`src/rtl/risc16_mem_arbiter.sv`:
```
// Round-robin arbiter for the RISC16 single-port data RAM (CPU port A, loader port B).
// A requester may hold a bounded lock for uninterrupted multi-access sequences.
//
// state     | meaning
// ----------+----------------------------------------------------------
// ST_ARB    | open arbitration, prio_q breaks ties (0 = A, 1 = B)
// ST_LOCK_A | A owns the RAM; B waits until A releases or hits LOCK_MAX
// ST_LOCK_B | B owns the RAM; A waits until B releases or hits LOCK_MAX
module risc16_mem_arbiter #(
    parameter int AW       = 8,
    parameter int DW       = 16,
    parameter int LOCK_MAX = 8
) (
    input  logic          clk,
    input  logic          rst,
    input  logic          a_req,
    input  logic          a_we,
    input  logic          a_lock,
    input  logic [AW-1:0] a_addr,
    input  logic [DW-1:0] a_wdata,
    output logic          a_gnt,
    output logic          a_rvalid,
    output logic [DW-1:0] a_rdata,
    input  logic          b_req,
    input  logic          b_we,
    input  logic          b_lock,
    input  logic [AW-1:0] b_addr,
    input  logic [DW-1:0] b_wdata,
    output logic          b_gnt,
    output logic          b_rvalid,
    output logic [DW-1:0] b_rdata,
    output logic          ram_en,
    output logic          ram_we,
    output logic [AW-1:0] ram_addr,
    output logic [DW-1:0] ram_wdata,
    input  logic [DW-1:0] ram_rdata
);

    typedef enum logic [1:0] {
        ST_ARB    = 2'd0,
        ST_LOCK_A = 2'd1,
        ST_LOCK_B = 2'd2
    } state_t;

    localparam logic [7:0] LCNT_MAX = 8'(LOCK_MAX);

    state_t     state_q, state_d;
    logic       prio_q, prio_d;
    logic [7:0] lcnt_q, lcnt_d;
    logic       a_rvalid_q, b_rvalid_q;

    always_ff @(posedge clk) begin
        if (rst) begin
            state_q    <= ST_ARB;
            prio_q     <= 1'b0;
            lcnt_q     <= 8'd0;
            a_rvalid_q <= 1'b0;
            b_rvalid_q <= 1'b0;
        end else begin
            state_q    <= state_d;
            prio_q     <= prio_d;
            lcnt_q     <= lcnt_d;
            a_rvalid_q <= a_gnt & ~a_we;
            b_rvalid_q <= b_gnt & ~b_we;
        end
    end

    always_comb begin
        state_d = state_q;
        prio_d  = prio_q;
        lcnt_d  = lcnt_q;
        a_gnt   = 1'b0;
        b_gnt   = 1'b0;
        if (!rst) begin
            case (state_q)
                ST_ARB: begin
                    if (a_req && (!b_req || !prio_q)) begin
                        a_gnt = 1'b1;
                        if (a_lock) begin
                            state_d = ST_LOCK_A;
                            lcnt_d  = 8'd1;
                        end else begin
                            prio_d = 1'b1;
                        end
                    end else if (b_req) begin
                        b_gnt = 1'b1;
                        if (b_lock) begin
                            state_d = ST_LOCK_B;
                            lcnt_d  = 8'd1;
                        end else begin
                            prio_d = 1'b0;
                        end
                    end
                end
                ST_LOCK_A: begin
                    // Budget exhausted: give up this cycle so B wins the next arbitration.
                    if (lcnt_q >= LCNT_MAX) begin
                        state_d = ST_ARB;
                        prio_d  = 1'b1;
                        lcnt_d  = 8'd0;
                    end else if (a_req) begin
                        a_gnt = 1'b1;
                        if (a_lock) begin
                            lcnt_d = lcnt_q + 8'd1;
                        end else begin
                            state_d = ST_ARB;
                            prio_d  = 1'b1;
                            lcnt_d  = 8'd0;
                        end
                    end else if (!a_lock) begin
                        state_d = ST_ARB;
                        prio_d  = 1'b1;
                        lcnt_d  = 8'd0;
                    end
                end
                ST_LOCK_B: begin
                    if (lcnt_q >= LCNT_MAX) begin
                        state_d = ST_ARB;
                        prio_d  = 1'b0;
                        lcnt_d  = 8'd0;
                    end else if (b_req) begin
                        b_gnt = 1'b1;
                        if (b_lock) begin
                            lcnt_d = lcnt_q + 8'd1;
                        end else begin
                            state_d = ST_ARB;
                            prio_d  = 1'b0;
                            lcnt_d  = 8'd0;
                        end
                    end else if (!b_lock) begin
                        state_d = ST_ARB;
                        prio_d  = 1'b0;
                        lcnt_d  = 8'd0;
                    end
                end
                default: begin
                    state_d = ST_ARB;
                    lcnt_d  = 8'd0;
                end
            endcase
        end
    end

    assign ram_en    = a_gnt | b_gnt;
    assign ram_we    = (a_gnt & a_we) | (b_gnt & b_we);
    assign ram_addr  = b_gnt ? b_addr  : a_addr;
    assign ram_wdata = b_gnt ? b_wdata : a_wdata;

    // Masked by rst so a read granted just before reset never reports data.
    assign a_rvalid = a_rvalid_q & ~rst;
    assign b_rvalid = b_rvalid_q & ~rst;
    assign a_rdata  = ram_rdata;
    assign b_rdata  = ram_rdata;

endmodule

```
`config.mk`:
```
export PLATFORM = sky130hd
export DESIGN_NAME = risc16_mem_arbiter
export DESIGN_NICKNAME = d
export VERILOG_FILES = /design/src/rtl/risc16_mem_arbiter.sv
export SDC_FILE = /design/constraint.sdc
export NUM_CORES = 1
export LEC_CHECK = 0
export CORE_AREA = 3 3 72 74
export CTS_BUF_LIST = sky130_fd_sc_hd__clkbuf_16
export DETAILED_ROUTE_END_ITERATION = 10
export DIE_AREA = 0 0 75 77
export PLACE_DENSITY = 0.83
export SYNTH_ARGS = -nofsm -noshare
export SYNTH_HDL_FRONTEND = slang
export SYNTH_SLANG_ARGS = --single-unit
```
`constraint.sdc`:
```
create_clock -name clk -period 3.01 [get_ports clk]
set_clock_uncertainty 0.1 [all_clocks]
set_input_delay 0.7525 -clock clk [delete_from_list [all_inputs] [get_ports clk]]
set_output_delay 0.7525 -clock clk [all_outputs]
set_load 0.05 [all_outputs]
```
==> results.json <==
{
  "maxSlewViolCount": 0,
  "hpwl_um": 3467,
  "yosysTopAreaCell": "dfxtp_1",
  "ys_ff_latch": 13,
  "drive_gt1_share_pct": 40.45,
  "grt_overflow": 0,
  "synth_edf_count": 0,
  "clock_path_buffers": 2,
  "timing.fmax_ghz": 0.3354,
  "die_x_um": 75,
  "grt_max_degree": 13,
  "vias": 1320,
  "setup_viol": 0,
  "cts_buffers": 3,
  "synth.top_cells.by_area": "dfxtp_1 (18%), buf_4 (17%), mux2_4 (17%)",
  "hold_class": "flop to flop",
  "ys_seq_area_share_pct": 18.18,
  "grt_antenna_before_repair": 0,
  "slew_headroom_pct": 70.61,
  "crit_fanout": 7,
  "synthMostInstantiatedCell": "buf_4",
  "period_minus_slack_ps": 2982,
  "h-tree-depth": 1,
  "postCtsHoldBufs": 0,
  "netlist.area_leader.share_pct": 18.18,
  "vias_per_cell": 4.818,
  "area.growth.synth_to_final_pct": 77.97,
  "drv_cap": 0,
  "ir_worst_vdd_mv": 0.2140,
  "crit_path_start_kind": "input port",
  "synthArstFlopShare_pct": 0,
  "fin_hold_ws_ps": 361.0,
  "start_util_pct": 30.71,
  "grt_pass1_vias": 1286,
  "final_antenna_net_count": 0,
  "critPathBufInv": 4,
  "timing.critical_path.mode_cell": "buf_8",
  "worstSetupPathType": "input port to output port",
  "wl_um": 4504,
  "avgSynthCellArea_um2": 9.355,
  "dieArea_um2": 5775,
  "cp_top_family": "buffers and inverters",
  "post_dp_cell_area_um2": 2202,
  "rsz0062_at_grt": "true",
  "hold_violations": 0,
  "clk_pin_slew_ps": 40,
  "dr.pass1.iters": 4,
  "cts_tree": "done",
  "worstPathCellList": "buf_8 -> a21boi_4 -> nor2_2 -> a21oi_2 -> nor3b_4 -> buf_6 -> buf_8 -> mux2_4 -> buf_8",
  "p_leak_nw": 1.088,
  "netlist_area_um2": 1431,
  "status": "completed",
  "pin_count": 134,
  "clk_latency_ps": 250,
  "die_h_um": 77,
  "portBuffers": 85,
  "cpPeakStageDelay_ps": 320,
  "nNetsFinal": 299,
  "multiInputGateArea_um2": 903.4,
  "fin_ws_ps": 28.17,
  "wl_per_cell_um": 16.44,
  "worstPathRequired_ps": 2160,
  "n_antenna_cell": 0,
  "fillerInstances": 393,
  "final_area_um2": 2547,
  "netlist_instances": 153,
  "ys.flop_type": "dfxtp_1",
  "place_ws_ps": -513.4,
  "regArea_um2": 261.5,
  "synth-warning-count": 0,
  "grt_use_total_pct": 14.43,
  "core-area_um2": 4661,
  "num_rows": 25,
  "synth_cell_type_count": 43,
  "first_iter_violations": 28,
  "cts_sinks": 13,
  "critPathSlowestCell": "mux2_4",
  "syn_nets": 231,
  "place.gp.congestion": 0.8141,
  "post-route-drc-count": 0,
  "root_buffer": "clkbuf_16",
  "grt_pass1_wl_um": 6410,
  "worstMarginPinSlew_ps": 436.2,
  "synth_common_cells": "buf_4 (32), mux2_4 (16), dfxtp_1 (13)",
  "timing.final.crit_share_pct": 99.06,
  "end_kind": "output port",
  "power_density_nw_per_um2": 456.9,
  "arrival_ps": 2130
}
## cells by family (layout without fill, tap and decap cells)
family          Yosys count  after routing  share of synthesized area, %
compound gates           23             23                         13.29
fa+ha+maj                 6              6                         5.245
buf+inv                  44            111                         22.38
flops                    13             13                         18.18
mux                      27             27                         25.18
simple gates             40             40                         15.73
## worst reg2reg max path, cell delays in order (launching register included)
cell and delay [ps]:
dfxtp_1 430, a21boi_4 90, buf_4 130, buf_4 130, a221o_2 400, a21boi_4 170, a21boi_1 150, o32ai_2 200
## area by class of cell
class | count | share of cell area, %
well taps | 54 | 2.652
repair buffers | 99 | 47.35
clock inverters | 1 | 0.1473
multi-input cells | 96 | 35.46
inverters | 8 | 1.179
flip-flops and latches | 13 | 10.27
clock buffers | 3 | 2.947
## stage by stage
stage / cells / power (mW) / util, % / TNS, ps
floorplan: 153 / 0.6999 / - / 0
global placement: 262 / 0.8180 / 47.25 / -12150
detailed placement: 262 / 0.8244 / 47.25 / -12520
CTS: 275 / 1.175 / 54.58 / -1585
global route: 274 / 1.216 / 54.66 / -409.5
finish: 274 / 1.164 / 54.66 / 0
## report_power, final
part / internal (mW) / total, mW / switching, mW
Clock: 0.176 / 0.253 / 0.0772
Combinational: 0.366 / 0.709 / 0.342
Sequential: 0.188 / 0.202 / 0.0149
## layer usage
layer | track usage (%) | up-vias | part of all wire (%)
li1 | - | 635 | -
met1 | 15.48 | 616 | 37
met2 | 26.39 | 57 | 52
met3 | 2.883 | 12 | 8.4
met4 | 5.872 | 0 | 3.0
met5 | 0 | - | 0
## flip-flops by register name (all words and copies together), names as in the netlist
| register | flops |
|---|---|
| prio_q | 1 |
| b_rvalid_q | 1 |
| lcnt_q | 8 |
| a_rvalid_q | 1 |
| state_q | 2 |
## timing repair
action | in CTS | in global routing
cloned | 3 | 0
setup endpoints to repair | 28 | 26
buffers inserted | 6 | 1
pin swaps | 4 | 2
gates resized for setup | 50 | 11
## final timing paths
path / depth (start not counted) / end / from / slack (ps)
setup / recovery: 9 / ram_addr[1] / a_req / 30
hold / removal: 1 / lcnt_q[6]$_SDFFE_PP0P_ / lcnt_q[6]$_SDFFE_PP0P_ / 360
hold reg to reg: 1 / lcnt_q[6]$_SDFFE_PP0P_ / lcnt_q[6]$_SDFFE_PP0P_ / 360
setup reg to reg: 7 / lcnt_q[3]$_SDFFE_PP0P_ / prio_q$_SDFFE_PP0P_ / 1120
## layout by cell type, fill, tap and decap left out, types with 4 or more instances in the layout
cell type	instances
inv_1	7
buf_4	8
buf_6	11
nand3_1	4
mux2_4	24
dfxtp_1	12
buf_8	11
nand2_1	6
nor2_1	6
nor2b_1	5
ha_1	5
clkdlybuf4s50_1	52
and2_1	6
buf_12	12
Note: power is estimated with default switching activity, not from simulation.
